<file path="config.mk">
export PLATFORM = sky130hd
export DESIGN_NAME = max_tracker_pipe
export DESIGN_NICKNAME = d
export VERILOG_FILES = /design/src/rtl/max_tracker_pipe.sv
export SDC_FILE = /design/constraint.sdc
export NUM_CORES = 2
export LEC_CHECK = 0
export ABC_AREA = 1
export CORE_AREA = 2 2 646 648
export DETAILED_ROUTE_END_ITERATION = 10
export DIE_AREA = 0 0 648 650
export SLEW_MARGIN = 20
export SYNTH_ARGS = -nofsm -noshare
export SYNTH_HDL_FRONTEND = slang
export SYNTH_SLANG_ARGS = --single-unit
</file>
<file path="constraint.sdc">
create_clock -name clk -period 3 [get_ports clk]
set_clock_uncertainty 0.1 [all_clocks]
set_input_delay 0.9 -clock clk [delete_from_list [all_inputs] [get_ports clk]]
set_output_delay 0.9 -clock clk [all_outputs]
set_load 0.02 [all_outputs]
</file>
<file path="src/rtl/max_tracker_pipe.sv">
// max_tracker_pipe: pipelined running-maximum tracker for the local-alignment
// scoring array. A registered binary comparator tree reduces LANES masked
// cells per beat to one candidate. The candidate is folded into a running
// maximum per frame, and the frame peak is delivered over a valid/ready
// result handshake.
module max_tracker_pipe #(
  parameter int LANES          = 64,
  parameter int SCORE_WIDTH    = 10,
  parameter int ROW_BITS_WIDTH = 7,
  parameter int COL_BITS_WIDTH = 7,
  parameter int BEAT_WIDTH     = 16
) (
  input  logic                                clk,
  input  logic                                rst_n,
  input  logic                                clr,
  input  logic                                in_valid,
  output logic                                in_ready,
  input  logic                                in_last,
  input  logic [LANES-1:0]                    in_lane_en,
  input  logic [LANES*SCORE_WIDTH-1:0]        in_score,
  input  logic [LANES*ROW_BITS_WIDTH-1:0]     in_row,
  input  logic [LANES*COL_BITS_WIDTH-1:0]     in_col,
  input  logic [SCORE_WIDTH-1:0]              threshold,
  output logic                                res_valid,
  input  logic                                res_ready,
  output logic [SCORE_WIDTH-1:0]              res_score,
  output logic [ROW_BITS_WIDTH-1:0]           res_row,
  output logic [COL_BITS_WIDTH-1:0]           res_col,
  output logic                                res_found,
  output logic                                res_above,
  output logic [BEAT_WIDTH-1:0]               res_beats
);

  // Number of tree levels after the leaf register; the root sits at level D.
  localparam int D   = $clog2(LANES);
  localparam int DCW = $clog2(D + 1);

  typedef struct packed {
    logic                      found;
    logic [SCORE_WIDTH-1:0]    score;
    logic [ROW_BITS_WIDTH-1:0] row;
    logic [COL_BITS_WIDTH-1:0] col;
  } node_t;

  typedef enum logic [1:0] {ACCUM, DRAIN, HOLD} state_t;

  // Heap layout: leaves at LANES..2*LANES-1, node i merges 2i (left, lower
  // lane) with 2i+1, root at index 1.
  node_t            tree_p [1:2*LANES-1];
  logic [D:0]       vld_p;
  logic [D:0]       last_p;

  state_t           state;
  logic [DCW-1:0]   drain_cnt;
  logic [BEAT_WIDTH-1:0] beats;
  node_t            run;
  node_t            final_node;
  logic             accept;

  // Right operand replaces the left only when it is found and either the
  // left is not found or the right is strictly larger; ties keep the left.
  function automatic node_t merge_node(input node_t a, input node_t b);
    if (b.found && (!a.found || (b.score > a.score)))
      return b;
    return a;
  endfunction

  // Disabled lanes enter as all-zero so an empty frame reports zeros.
  function automatic node_t make_leaf(input logic en,
                                      input logic [SCORE_WIDTH-1:0] s,
                                      input logic [ROW_BITS_WIDTH-1:0] r,
                                      input logic [COL_BITS_WIDTH-1:0] c);
    node_t n;
    n       = '0;
    n.found = en;
    if (en) begin
      n.score = s;
      n.row   = r;
      n.col   = c;
    end
    return n;
  endfunction

  function automatic logic [BEAT_WIDTH-1:0] sat_inc(input logic [BEAT_WIDTH-1:0] v);
    if (&v)
      return v;
    return v + 1'b1;
  endfunction

  assign accept     = in_valid && in_ready;
  assign final_node = merge_node(run, tree_p[1]);

  // Comparator tree: leaf capture plus one registered merge per level, with
  // valid/last bits shifting alongside; beats never stall inside the tree.
  always_ff @(posedge clk or negedge rst_n) begin
    if (!rst_n) begin
      vld_p  <= '0;
      last_p <= '0;
      for (int i = 1; i < 2*LANES; i++)
        tree_p[i] <= '0;
    end else begin
      if (clr) begin
        vld_p  <= '0;
        last_p <= '0;
      end else begin
        vld_p  <= {vld_p[D-1:0], accept};
        last_p <= {last_p[D-1:0], accept && in_last};
      end
      for (int i = 0; i < LANES; i++)
        tree_p[LANES+i] <= make_leaf(in_lane_en[i],
                                     in_score[i*SCORE_WIDTH +: SCORE_WIDTH],
                                     in_row[i*ROW_BITS_WIDTH +: ROW_BITS_WIDTH],
                                     in_col[i*COL_BITS_WIDTH +: COL_BITS_WIDTH]);
      for (int i = 1; i < LANES; i++)
        tree_p[i] <= merge_node(tree_p[2*i], tree_p[2*i+1]);
    end
  end

  // Frame control FSM with running maximum, beat counter and result registers.
  always_ff @(posedge clk or negedge rst_n) begin
    if (!rst_n) begin
      state     <= ACCUM;
      in_ready  <= 1'b1;
      res_valid <= 1'b0;
      drain_cnt <= '0;
      beats     <= '0;
      run       <= '0;
      res_score <= '0;
      res_row   <= '0;
      res_col   <= '0;
      res_found <= 1'b0;
      res_above <= 1'b0;
      res_beats <= '0;
    end else if (clr) begin
      state     <= ACCUM;
      in_ready  <= 1'b1;
      res_valid <= 1'b0;
      drain_cnt <= '0;
      beats     <= '0;
      run       <= '0;
      res_score <= '0;
      res_row   <= '0;
      res_col   <= '0;
      res_found <= 1'b0;
      res_above <= 1'b0;
      res_beats <= '0;
    end else begin
      if (accept)
        beats <= sat_inc(beats);
      if (vld_p[D])
        run <= merge_node(run, tree_p[1]);
      case (state)
        ACCUM: begin
          if (accept && in_last) begin
            state     <= DRAIN;
            in_ready  <= 1'b0;
            drain_cnt <= DCW'(D);
          end
        end
        DRAIN: begin
          if (drain_cnt != '0) begin
            drain_cnt <= drain_cnt - 1'b1;
          end else if (last_p[D]) begin
            // Root now holds the last beat: fold it in and publish.
            res_score <= final_node.score;
            res_row   <= final_node.row;
            res_col   <= final_node.col;
            res_found <= final_node.found;
            res_above <= final_node.found && (final_node.score >= threshold);
            res_beats <= beats;
            res_valid <= 1'b1;
            state     <= HOLD;
          end
        end
        HOLD: begin
          if (res_ready) begin
            state     <= ACCUM;
            in_ready  <= 1'b1;
            res_valid <= 1'b0;
            run       <= '0;
            beats     <= '0;
          end
        end
        default: begin
          state    <= ACCUM;
          in_ready <= 1'b1;
        end
      endcase
    end
  end

endmodule

</file>
==> results.sh <==
export IMPL_outcome="completed"
export IMPL_worstSetupEndpointType="primary output"
export IMPL_yosysTopAreaCellShare_pct=60.3
export IMPL_timing_final_ws_setup_ns=0.134
export IMPL_antenna_found_initial=93
export IMPL_synth_area_per_cell_um2=9.18
export IMPL_netlist_area_um2=136000
export IMPL_drtAntennaViolNets=0
export IMPL_yosysSeqAreaShare_pct=60.3
export IMPL_route_detailed_drc=0
export IMPL_htree_levels=5
export IMPL_path_depth=1
export IMPL_num_vias=102675
export IMPL_nFillCells=40488
export IMPL_syn_inst=14819
export IMPL_synth_distinct_cells=40
export IMPL_p_total_w=0.122
export IMPL_grt_pass1_wl_um=682000
export IMPL_ys_flop_type="dfrtp_1"
export IMPL_worst_pin_slew_ns=1.06
export IMPL_slew_headroom_pct=29.5
export IMPL_p_leak_nw=96.3
export IMPL_timing_hold_violations_final=0
export IMPL_r2r_end="res_above"
export IMPL_ff_latch_area_um2=82100
export IMPL_peakVddDrop_mv=0.501
export IMPL_r2r_cells=18
export IMPL_crit_family="buffers and inverters"
export IMPL_synth_edf_count=0
export IMPL_r2r_setup_slack_ns=0.21
export IMPL_period_share_pct=95.5
export IMPL_place_congestion=0.920
export IMPL_layout_commonest_cell="nand2_1"
export IMPL_clock_sinks=3279
export IMPL_io_pins=1660
export IMPL_worstSetupPathType="reg2out"
export IMPL_routed_wl_um=471000
export IMPL_dp_hpwl_um=368000
export IMPL_cts_setup_buffers=0
export IMPL_layout_common_cells="nand2_1, dfrtp_1, inv_1"
export IMPL_syn2layout_area_growth_pct=26.5
export IMPL_rsz0062_at_grt="false"
export IMPL_synthArstFlopShare_pct=100
export IMPL_endpoint="res_beats[14]"
export IMPL_r2r_start="run[23]"
export IMPL_fin_setup_tns_ns=0
export IMPL_highest_layer="met5"
export IMPL_yosys_warnings=0
export IMPL_multi_input_area_um2=41700
export IMPL_cp_slowest_stage_delay_ns=0.61
export IMPL_cap_viol_max_count=0
export IMPL_clockRootBuffer="clkbuf_16"
export IMPL_overflow=0
export IMPL_wl_met2_um=224000
export IMPL_grt_max_degree=115
export IMPL_syn_nets=17088
export IMPL_instances_no_fill=22455
export IMPL_wl_met3_um=24800
export IMPL_worstSetupStartpoint="res_beats[14]"
export IMPL_max_freq_mhz=349
export IMPL_fp_dieW_um=648
export IMPL_dp_cells=21743
export IMPL_ys_ff_latch=3279
export IMPL_firstDrtPassIters=6
export IMPL_die_area_um2=421000
export IMPL_drt_initial_drc_count=8091
export IMPL_fin_nets=18875
export IMPL_setup_viol=0
export IMPL_port_buffers=1659
export IMPL_vias_per_cell=4.57
export IMPL_cp_required_ns=2.00
export IMPL_drive_gt1_share_pct=6.85
export IMPL_worstPathArrival_ns=1.87
export IMPL_pre_cts_slack_ns=0.181
export IMPL_start_util_pct=32.8
export IMPL_rows=237
export IMPL_die_y_um=650
export IMPL_wl_per_cell_um=21.0
export IMPL_cts_buffer_depth=4
export IMPL_p_per_area_nw_per_um2=707
export IMPL_cp_max_fo=2
export IMPL_cp_num_buf_inv=1
export IMPL_path_cells="clkdlybuf4s50_1"
export IMPL_worst_setup_path_start_kind="register"
export IMPL_core_area_um2=415000
export IMPL_final_core_util_pct=41.5
export IMPL_synth_area_leaders="dfrtp_1, nand2_1, inv_1"
export IMPL_hold_class="in2reg"
export IMPL_track_usage_pct=22.0
export IMPL_drv_slew=0
export IMPL_yosys_area_top_type="dfrtp_1"
export IMPL_cp_slowest_cell="clkdlybuf4s50_1"
export IMPL_cts_made_buffers=357
export IMPL_wl_met1_um=200000
export IMPL_cts_tree="built"
export IMPL_min_period_ns=2.87
export IMPL_clk_latency_ns=0.96
export IMPL_grt_pass1_vias=103773
export IMPL_clk_pin_slew_ns=0.06
==> worst register-to-register path, delay by kind of cell (launching register included) <==
family                     cells  cell delay (ns)
adders and majority gates      2             0.61
DFF                            1             0.34
and+or+nand+nor               12             1.28
AOI/OAI and AO/OA              1             0.17
buffers and inverters          3             0.26
==> report_power, final <==
part           total [W]  internal, W  switching [W]  leakage, nW
Sequential        0.0529       0.0491        0.00382         42.2
Clock             0.0455       0.0268         0.0187         5.96
Combinational     0.0232      0.00793         0.0153         48.0
Total              0.122       0.0838         0.0378         96.3
==> worst min path at each step <==
stage | start | cells past startpoint | slack [ns] | end
after floorplan | tree_p[25] | 2 | 0.32 | tree_p[1600]
after global placement | tree_p[1277] | 2 | 0.32 | tree_p[2227]
after detailed placement | tree_p[685] | 2 | 0.33 | tree_p[1935]
after CTS | in_lane_en[24] | 1 | 0.19 | tree_p[999]
after global routing | in_lane_en[24] | 1 | 0.26 | tree_p[999]
final | in_lane_en[24] | 1 | 0.32 | tree_p[999]
==> routing by layer <==
metal  global-route usage [%]  vias up
li1                         -    48643
met1                     28.8    50061
met2                     36.1     3126
met3                     3.06      823
met4                     9.82       22
met5                        0        -
==> synthesized netlist by cell type, types with 3 or more instances <==
cell         n
o22ai_1      3
nand4_1     61
o21a_1      47
nand2_1   5225
o21ai_0    105
o21bai_1    19
o31ai_1      3
o211ai_1    46
nor2_4       7
nor2_1     266
a32o_1       4
inv_1     2395
buf_4       81
ha_1       653
inv_2        5
or2_2       63
clkbuf_1   314
nor2_2      18
xor2_1       5
buf_6       66
nand2_4     34
a21oi_1    277
dfrtp_1   3278
o21ai_2      9
nand2_2     66
buf_2      129
nor3_1      23
nand3_1   1600
nor4_1       3
==> final cells by class <==
cell class | count | share of cell area (%)
clock buffer | 500 | 6.02
clock inverter | 138 | 1.08
inverter | 2402 | 5.24
sequential | 3279 | 47.7
timing repair buffer | 2021 | 11.6
tap | 5497 | 4.00
antenna | 73 | 0.106
multi-input combinational | 8545 | 24.3
==> registers in the layout, indices dropped and copies added, names as in the netlist <==
register   flops
in_ready       1
res_above      1
res_found      1
run           25
last_p         7
beats         16
res_beats     16
vld_p          7
tree_p      3175
drain_cnt      3
res_valid      1
res_col        7
res_score     10
res_row        7
state          2
==> what timing repair did <==
item | in CTS | in global routing
resized for setup | 40 | 6
hold endpoints to repair | 7 | 0
endpoints found under the setup margin | 40 | 1
hold buffers | 1 | 0
==> cells by family after synthesis <==
group | Yosys count | synth area share (%)
simple gates | 7370 | 22.5
flops | 3279 | 60.3
buf+inv | 2995 | 8.98
fa+ha+maj | 653 | 6.01
compound gates | 517 | 2.16
xor+xnor | 5 | 0.0322
==> metrics by stage <==
stage,hold slack [ns],instance area (um2)
3_5_place_dp,0.325,160000
5_1_grt,0.260,172000
6_report,0.324,172000
2_1_floorplan,0.318,136000
3_3_place_gp,0.325,160000
4_1_cts,0.186,172000
No activity file was read; power rests on OpenSTA's default activity.
